[src/rtl/fetch_branch_predictor.sv]
// Fetch PC register with a direct-mapped BTB and one-bit taken history.
// Redirects on EX-resolved mispredictions and trains the table every resolved branch.
module fetch_branch_predictor #(
  parameter logic [31:0] RESET_PC    = 32'h0000_0000,
  parameter int          BTB_ENTRIES = 64
) (
  input  logic        i_clk,
  input  logic        i_reset,
  input  logic        i_stall_fetch,
  input  logic        i_ex_branch,
  input  logic [31:0] i_ex_pc,
  input  logic        i_ex_taken,
  input  logic [31:0] i_ex_target,
  input  logic        i_ex_pred_taken,
  input  logic [31:0] i_ex_pred_target,
  output logic [31:0] o_pc,
  output logic        o_pred_taken,
  output logic [31:0] o_pred_target,
  output logic        o_mispredict,
  output logic        o_flush_decode,
  output logic        o_flush_execute
);

  localparam int IDXW = $clog2(BTB_ENTRIES);
  localparam int TAGW = 30 - IDXW;

  // PC and targets are kept as word addresses; the low two bits are always zero.
  logic [29:0]            pc_q;
  logic [29:0]            pc_next;
  logic [29:0]            pc_plus4;
  logic [BTB_ENTRIES-1:0] valid_q;
  logic [BTB_ENTRIES-1:0] hist_q;
  logic [TAGW-1:0]        tag_q [BTB_ENTRIES];
  logic [29:0]            tgt_q [BTB_ENTRIES];

  logic [IDXW-1:0] fetch_idx;
  logic [TAGW-1:0] fetch_tag;
  logic            fetch_hit;
  logic [IDXW-1:0] ex_idx;
  logic [TAGW-1:0] ex_tag;
  logic            ex_hit;
  logic [29:0]     ex_pc_plus4;
  logic            mispredict;
  logic [3:0]      unused_bits;

  assign unused_bits = {i_ex_pc[1:0], i_ex_target[1:0]};

  assign fetch_idx = pc_q[IDXW-1:0];
  assign fetch_tag = pc_q[29:IDXW];
  assign fetch_hit = valid_q[fetch_idx] && (tag_q[fetch_idx] == fetch_tag);
  assign pc_plus4  = pc_q + 30'd1;

  assign o_pc          = {pc_q, 2'b00};
  assign o_pred_taken  = fetch_hit && hist_q[fetch_idx];
  assign o_pred_target = fetch_hit ? {tgt_q[fetch_idx], 2'b00} : {pc_plus4, 2'b00};

  assign ex_idx      = i_ex_pc[IDXW+1:2];
  assign ex_tag      = i_ex_pc[31:IDXW+2];
  assign ex_hit      = valid_q[ex_idx] && (tag_q[ex_idx] == ex_tag);
  assign ex_pc_plus4 = i_ex_pc[31:2] + 30'd1;

  assign mispredict = i_ex_branch &&
                      ((i_ex_taken != i_ex_pred_taken) ||
                       (i_ex_taken && (i_ex_target != i_ex_pred_target)));

  assign o_mispredict    = mispredict;
  assign o_flush_decode  = mispredict;
  assign o_flush_execute = mispredict;

  // Redirect beats stall, stall beats prediction.
  always_comb begin
    pc_next = pc_plus4;
    if (mispredict) begin
      pc_next = i_ex_taken ? i_ex_target[31:2] : ex_pc_plus4;
    end else if (i_stall_fetch) begin
      pc_next = pc_q;
    end else if (o_pred_taken) begin
      pc_next = o_pred_target[31:2];
    end
  end

  always_ff @(posedge i_clk or negedge i_reset) begin
    if (!i_reset) begin
      pc_q <= RESET_PC[31:2];
    end else begin
      pc_q <= pc_next;
    end
  end

  // Training ignores stall: a branch resolving in EX always updates the table.
  always_ff @(posedge i_clk or negedge i_reset) begin
    if (!i_reset) begin
      valid_q <= '0;
      hist_q  <= '0;
    end else if (i_ex_branch) begin
      if (i_ex_taken) begin
        valid_q[ex_idx] <= 1'b1;
        hist_q[ex_idx]  <= 1'b1;
      end else if (ex_hit) begin
        hist_q[ex_idx]  <= 1'b0;
      end
    end
  end

  // Tags and targets are qualified by valid_q, so they carry no reset.
  always_ff @(posedge i_clk) begin
    if (i_ex_branch && i_ex_taken) begin
      tag_q[ex_idx] <= ex_tag;
      tgt_q[ex_idx] <= i_ex_target[31:2];
    end
  end

endmodule

[config.mk]
export PLATFORM = sky130hd
export DESIGN_NAME = fetch_branch_predictor
export DESIGN_NICKNAME = d
export VERILOG_FILES = /design/src/rtl/fetch_branch_predictor.sv
export SDC_FILE = /design/constraint.sdc
export NUM_CORES = 2
export LEC_CHECK = 0
export ABC_AREA = 1
export CAP_MARGIN = 20
export CORE_ASPECT_RATIO = 1.25
export CORE_MARGIN = 1.5
export CORE_UTILIZATION = 45
export CTS_CLUSTER_DIAMETER = 30
export DETAILED_ROUTE_END_ITERATION = 10
export SYNTH_ARGS = -nofsm -noshare
export SYNTH_HDL_FRONTEND = slang
export SYNTH_SLANG_ARGS = --single-unit
[constraint.sdc]
create_clock -name i_clk -period 10.13 [get_ports i_clk]
set_clock_uncertainty 0.05 [all_clocks]
set_input_delay 3.039 -clock i_clk [delete_from_list [all_inputs] [get_ports i_clk]]
set_output_delay 3.039 -clock i_clk [all_outputs]
set_load 0.02 [all_outputs]
# ---- After elaboration in Yosys (flattened, before gate mapping)
# Memory sizes are Yosys's and may differ from the RTL's.
# Index checks and enable logic that the tools add are counted.
dict set report word_totals {
  regBits 158
  mem_bits_rw 3456
  elab_cells 47
  memories 2
}
# memory depth word_bits read_ports rd_clocked_by_memory_dff wr line
set mem_list {}
lappend mem_list {tgt_q 64 30 1 0 1 34} ;# logic [29:0] tgt_q [BTB_ENTRIES];
lappend mem_list {tag_q 64 24 2 0 1 33} ;# logic [TAGW-1:0] tag_q [BTB_ENTRIES];
dict set report op_classes {
  addsub 2
  order_cmp 3
  eq_ne 5
  n_mux 17
  bitwise 4
  n_reduce_logical 11
}
# cell count
set ops {}
lappend ops {{2-to-1 mux 64 bit} 2}
lappend ops {{OR 64 bit} 2}
lappend ops {{2-to-1 mux 30 bit} 4}
lappend ops {{AND 64 bit} 1}
lappend ops {{inverter 64 bit} 1}
lappend ops {{adder 30 x 1 -> 30 bit, second input constant} 2}
lappend ops {{== test 24 bit} 2}
lappend ops {{2-to-1 mux 32 bit} 1}
lappend ops {{inequality test 32 bit} 1}
lappend ops {{binary-select mux 1 bit (select 6 bit)} 3}
lappend ops {{< comparator 6 x 7 -> 1 bit, second input constant} 2}
lappend ops {{logical AND 1 bit} 7}
lappend ops {{demux 1 bit (select 6 bit)} 1}
lappend ops {{>= comparator 6 x 1 -> 1 bit, second input constant} 1}
lappend ops {{2-to-1 mux 1 bit} 6}
lappend ops {{AND reduction 2 bit} 2}
lappend ops {{inequality test 2 x 1 -> 1 bit, second input constant} 1}
lappend ops {{nonzero test 2 bit} 1}
lappend ops {{logical OR 1 bit} 1}
lappend ops {{inequality test 1 bit} 1}

# ---- Longest topological paths before layout
dict set report logic_depth {
  ltp_word 8
  depth_mapped 30
}

# ---- Worst setup path before layout
# OpenSTA, ideal clock, no wires.
dict set report synth_path {
  path_type {input to output}
  start {input port i_ex_target[31]}
  end {output port o_flush_execute}
  arrival_time_ps 4512
  required_time_ps 7041
  setup_slack_ps 2529
  stages 11
  path_buffers 2
  cell_sequence {inv_1 -> or2_2 -> o21ai_0 -> a211oi_1 -> nand4_1 -> nor2_1 -> nand3_1 -> nand2_1 -> inv_1 -> clkbuf_1 -> buf_4}
}
dict set report synth_between {
  elab_chain_cells 4
}
# item line
set synth_rtl {}
lappend synth_rtl {{from (decl)} 13} ;# input logic [31:0] i_ex_target,
lappend synth_rtl {{inequality test 32 bit} 64} ;# (i_ex_taken && (i_ex_target != i_ex_pred_target)));
lappend synth_rtl {{logical AND 1 bit} 64}
lappend synth_rtl {{logical OR 1 bit} 63} ;# ((i_ex_taken != i_ex_pred_taken) ||
lappend synth_rtl {{logical AND 1 bit} 62} ;# assign mispredict = i_ex_branch &&
lappend synth_rtl {{to (decl)} 21} ;# output logic o_flush_execute
# Every way passes these cells.

# ---- Worst setup path in the final report
dict set report layout_path {
  start {register pc_q[0]}
  end {output port o_pred_target[20]}
}
dict set report layout_between {
  elab_chain_cells 4
  word_cells_on_any_way 8
  classes_between {add/sub: 1; eq/ne: 1; mux: 3; reduce/logical: 1; memory: 2}
}
# item line
set layout_rtl {}
lappend layout_rtl {{from (decl)} 28} ;# logic [29:0] pc_q;
lappend layout_rtl {{from (signal assigned)} 84} ;# pc_q <= RESET_PC[31:2];
lappend layout_rtl {{from (signal assigned)} 86} ;# pc_q <= pc_next;
lappend layout_rtl {{memory read (64 x 24 bit) or binary-select mux 1 bit (select 6 bit) (tied branches)} n/a}
lappend layout_rtl {{== test 24 bit or 2-to-1 mux 1 bit (tied branches)} 50} ;# assign fetch_hit = valid_q[fetch_idx] && (tag_q[fetch_idx] == fetch_tag);
lappend layout_rtl {{logical AND 1 bit} 50}
lappend layout_rtl {{2-to-1 mux 32 bit *} 55} ;# assign o_pred_target = fetch_hit ? {tgt_q[fetch_idx], 2'b00} : {pc_plus4, 2'b00};
lappend layout_rtl {{to (decl)} 18} ;# output logic [31:0] o_pred_target,
# Mark *: on every way between the ends. The rest lies on a longest branch, timed or not. The select of a mux whose other input is x is not followed.

==> impl_metrics.tcl <==
set metrics [dict create \
    die_area_mm2 0.360 \
    p_int_uw 30900 \
    insertion_delay_ps 970 \
    wl_per_cell_um 31.0 \
    path_buf_inv 5 \
    top_layer "met5" \
    path_cells "inv_8, buf_12, nor2_1, o21ai_0, nand2_1, nand2_1, inv_1, nand2_1, nand2_1, nand2_1, inv_1, nand2_1, nand2_1, nand2_1, nand2_1, nor2_1, nand2_1, nor2_1, nand2_4, o21ai_0, clkdlybuf4s50_1" \
    die_y_um 670 \
    period_needed_ps 9790 \
    crit_path_max_incr_delay_ps 820 \
    syn-instance-count 14800 \
    swShare 0.296 \
    chipWidth_um 537 \
    dp_hpwl_um 345000 \
    synth_top_cell_area_share 0.647 \
    synth_top_area_cell "edfxtp_1" \
    ys_seq_area_frac 0.672 \
    synth_area_leaders "edfxtp_1 (65%), nand2_1 (6.6%), o21ai_0 (5.0%)" \
    cp.arrival_ps 6700 \
    grt_overflow 0 \
    r2r-end "pc_q[28]" \
    placed_cell_area_mm2 0.167 \
    drtIter0Drc 18800 \
    clock_path_buffers 4 \
    r2r_cells 12 \
    min_from "valid_q[24]" \
    coreArea_mm2 0.354 \
    p_leak_uw 0.0675 \
    hold_buffers 0 \
    crit_top_cell "nand2_1" \
    p_per_area_mw_per_mm2 235 \
    finalMaxSlewViolations 0 \
    rows 244 \
    max-cap-violations 0 \
    drive_gt1_frac 0.0968 \
    synth_edf_count 3456 \
    numCtsBuffers 576 \
    track_usage 0.337 \
    drt_first_pass_iters 9 \
    syn-mean-instance-area_um2 10.8 \
    synthFlopType "edfxtp_1" \
    cp_max_fo 74 \
    final_nets 15100 \
    ir_drop_mv 0.170 \
    wl_met1_um 220000 \
    synth_seq_cells 3614 \
    hp-class "reg -> reg" \
    maxSlewHeadroom 0.158 \
    grt_max_degree 190 \
    drc 0 \
    synth_area_mm2 0.160 \
    status "completed" \
    slowest_stage "o21ai_0" \
    vias 125000 \
    rsz0062_at_grt "no" \
    path_clk_slew_ps 50 \
    p_switching_uw 13000 \
    final-setup-viol-count 0 \
    start_util 0.453 \
    synth_cell_types 57 \
    antenna_found_initial 38 \
    worstMarginPinSlew_ps 1260 \
    reg2reg_from "pc_q[0]" \
    final_common_cell "edfxtp_1" \
    yosys_warnings 0 \
    io_pins 170 \
    start_kind "flop" \
    numPortBuffers 163 \
    wirelength_um 623000 \
    grt_pass1_vias 116000 \
    fin_crit_sh 0.967 \
    cts_tree "done" \
    root_buffer "clkbuf_16" \
    cp_data_required_time_ps 7040 \
    hold_viol 0 \
    pwr-share-clk 0.448 \
    holdPathStages 2 \
    ys_async_sr_fraction 0.0437 \
    cp-end-kind "output port" \
    areaGrowthSynthToFinish_pct 16.3 \
    critical-path-top-delay-family "simple AND/OR/NAND/NOR gates" \
    fill_cells 30200 \
    route.met3.wl_um 71900 \
    clock-sinks 3614 \
    final_area_mm2 0.186 \
    p_comb_frac 0.173 \
    hold_end "valid_q[24]" \
    gp_congestion 0.959 \
    cts-htree-levels 6 \
    seqPwrFrac 0.379 \
    route.met2.wl_um 281000 \
    reg2reg_slack_ps 4690 \
    final_cell_mix "edfxtp_1 (3,456), nand2_1 (2,814), nor2_1 (1,715), o21ai_0 (1,589), inv_1 (1,047)" \
    final_antenna_net_count 0 \
    worst-path-stages 21 \
    grt_pass1_wl_um 859000 \
    critPathKind "reg -> out" \
    vias_per_cell 6.23 \
    fin_setup_tns_ps 0 \
    fmax_mhz 102 \
]
## worst register-to-register path, cell delays in order, from the launching register on
cell	delay, ps
dfrtp_4	710
inv_8	680
buf_4	480
buf_12	500
a21oi_1	210
o311ai_0	650
o2111ai_1	300
a31oi_4	380
buf_4	380
nand3_1	560
nand2_1	190
nand3_1	120
a21oi_1	160
## layer usage
layer / track usage / vias up
met5: 0 / -
met4: 0.237 / 18
met3: 0.0748 / 2090
met2: 0.521 / 8543
met1: 0.419 / 61600
li1: - / 53100
## stage by stage
stage	cells	power [uW]	setup slack, ps	hold slack [ps]	utilization
after global placement	19000	24200	1250	392	0.472
after global routing	20100	45000	178	430	0.527
after detailed placement	19000	24300	1240	400	0.472
after CTS	20100	43700	192	411	0.527
after floorplan	14800	21200	2530	378	-
final	20100	43900	339	411	0.527
## cell type report
class	instances	area (um2)	share of cell area
Clock inverter	376	4130	0.0221
Antenna cell	20	50.0	0.000268
Inverter	1125	4460	0.0239
Clock buffer	671	15200	0.0813
Tap cell	4674	5850	0.0314
Multi-Input combinational cell	9095	43800	0.235
Timing Repair Buffer	544	5290	0.0284
Sequential cell	3614	108000	0.578
## Yosys cell counts (all sizes together), types with 20 or more instances
library cell / number
o2111ai: 65
a221oi: 51
buf: 606
nand2: 2819
or2: 20
nor3: 58
xor2: 51
edfxtp: 3456
dfrtp: 158
nand4: 109
o22ai: 480
a22oi: 136
o221ai: 205
o31ai: 20
a211oi: 21
clkbuf: 397
nor2: 1747
o21ai: 1624
a21oi: 395
inv: 1118
o2bb2ai: 31
o211ai: 245
a31oi: 43
nand3: 910
## power groups by stage
stage	registers [uW]	clock network, uW	logic [uW]
finish	16600	19700	7600
detailed placement	16900	0	7340
CTS	16600	19700	7380
floorplan	16900	0	4360
global placement	16900	0	7310
global route	16600	20300	8020
## sequential cells by signal (all words and copies together) (netlist names), named ones only
register and flops:
tgt_q 1920, tag_q 1536, valid_q 64, pc_q 30
## logic make-up after synthesis
logic type / after synthesis / share of synthesized area
other cells: 1 / 0.0000234
fa+ha+maj: 2 / 0.000156
simple gates: 5678 / 0.144
compound gates: 3353 / 0.124
buf+inv: 2128 / 0.0564
xor+xnor: 58 / 0.00317
flops: 3614 / 0.672
## worst max-delay path by stage
stage | from | slack (ps) | to
after CTS | pc_q[0] | 190 | o_pred_target[15]
after detailed placement | pc_q[0] | 1240 | o_pred_target[15]
after global placement | pc_q[0] | 1250 | o_pred_target[15]
after floorplan | i_ex_target[31] | 2530 | o_flush_execute
final | pc_q[0] | 340 | o_pred_target[20]
after global routing | pc_q[0] | 180 | o_pred_target[10]
## what timing repair did
item | in CTS | in global routing
buffers inserted | 0 | 1
resized for setup | 0 | 3
endpoints found under the setup margin | 0 | 10
Power figures use the tool's default switching activity.
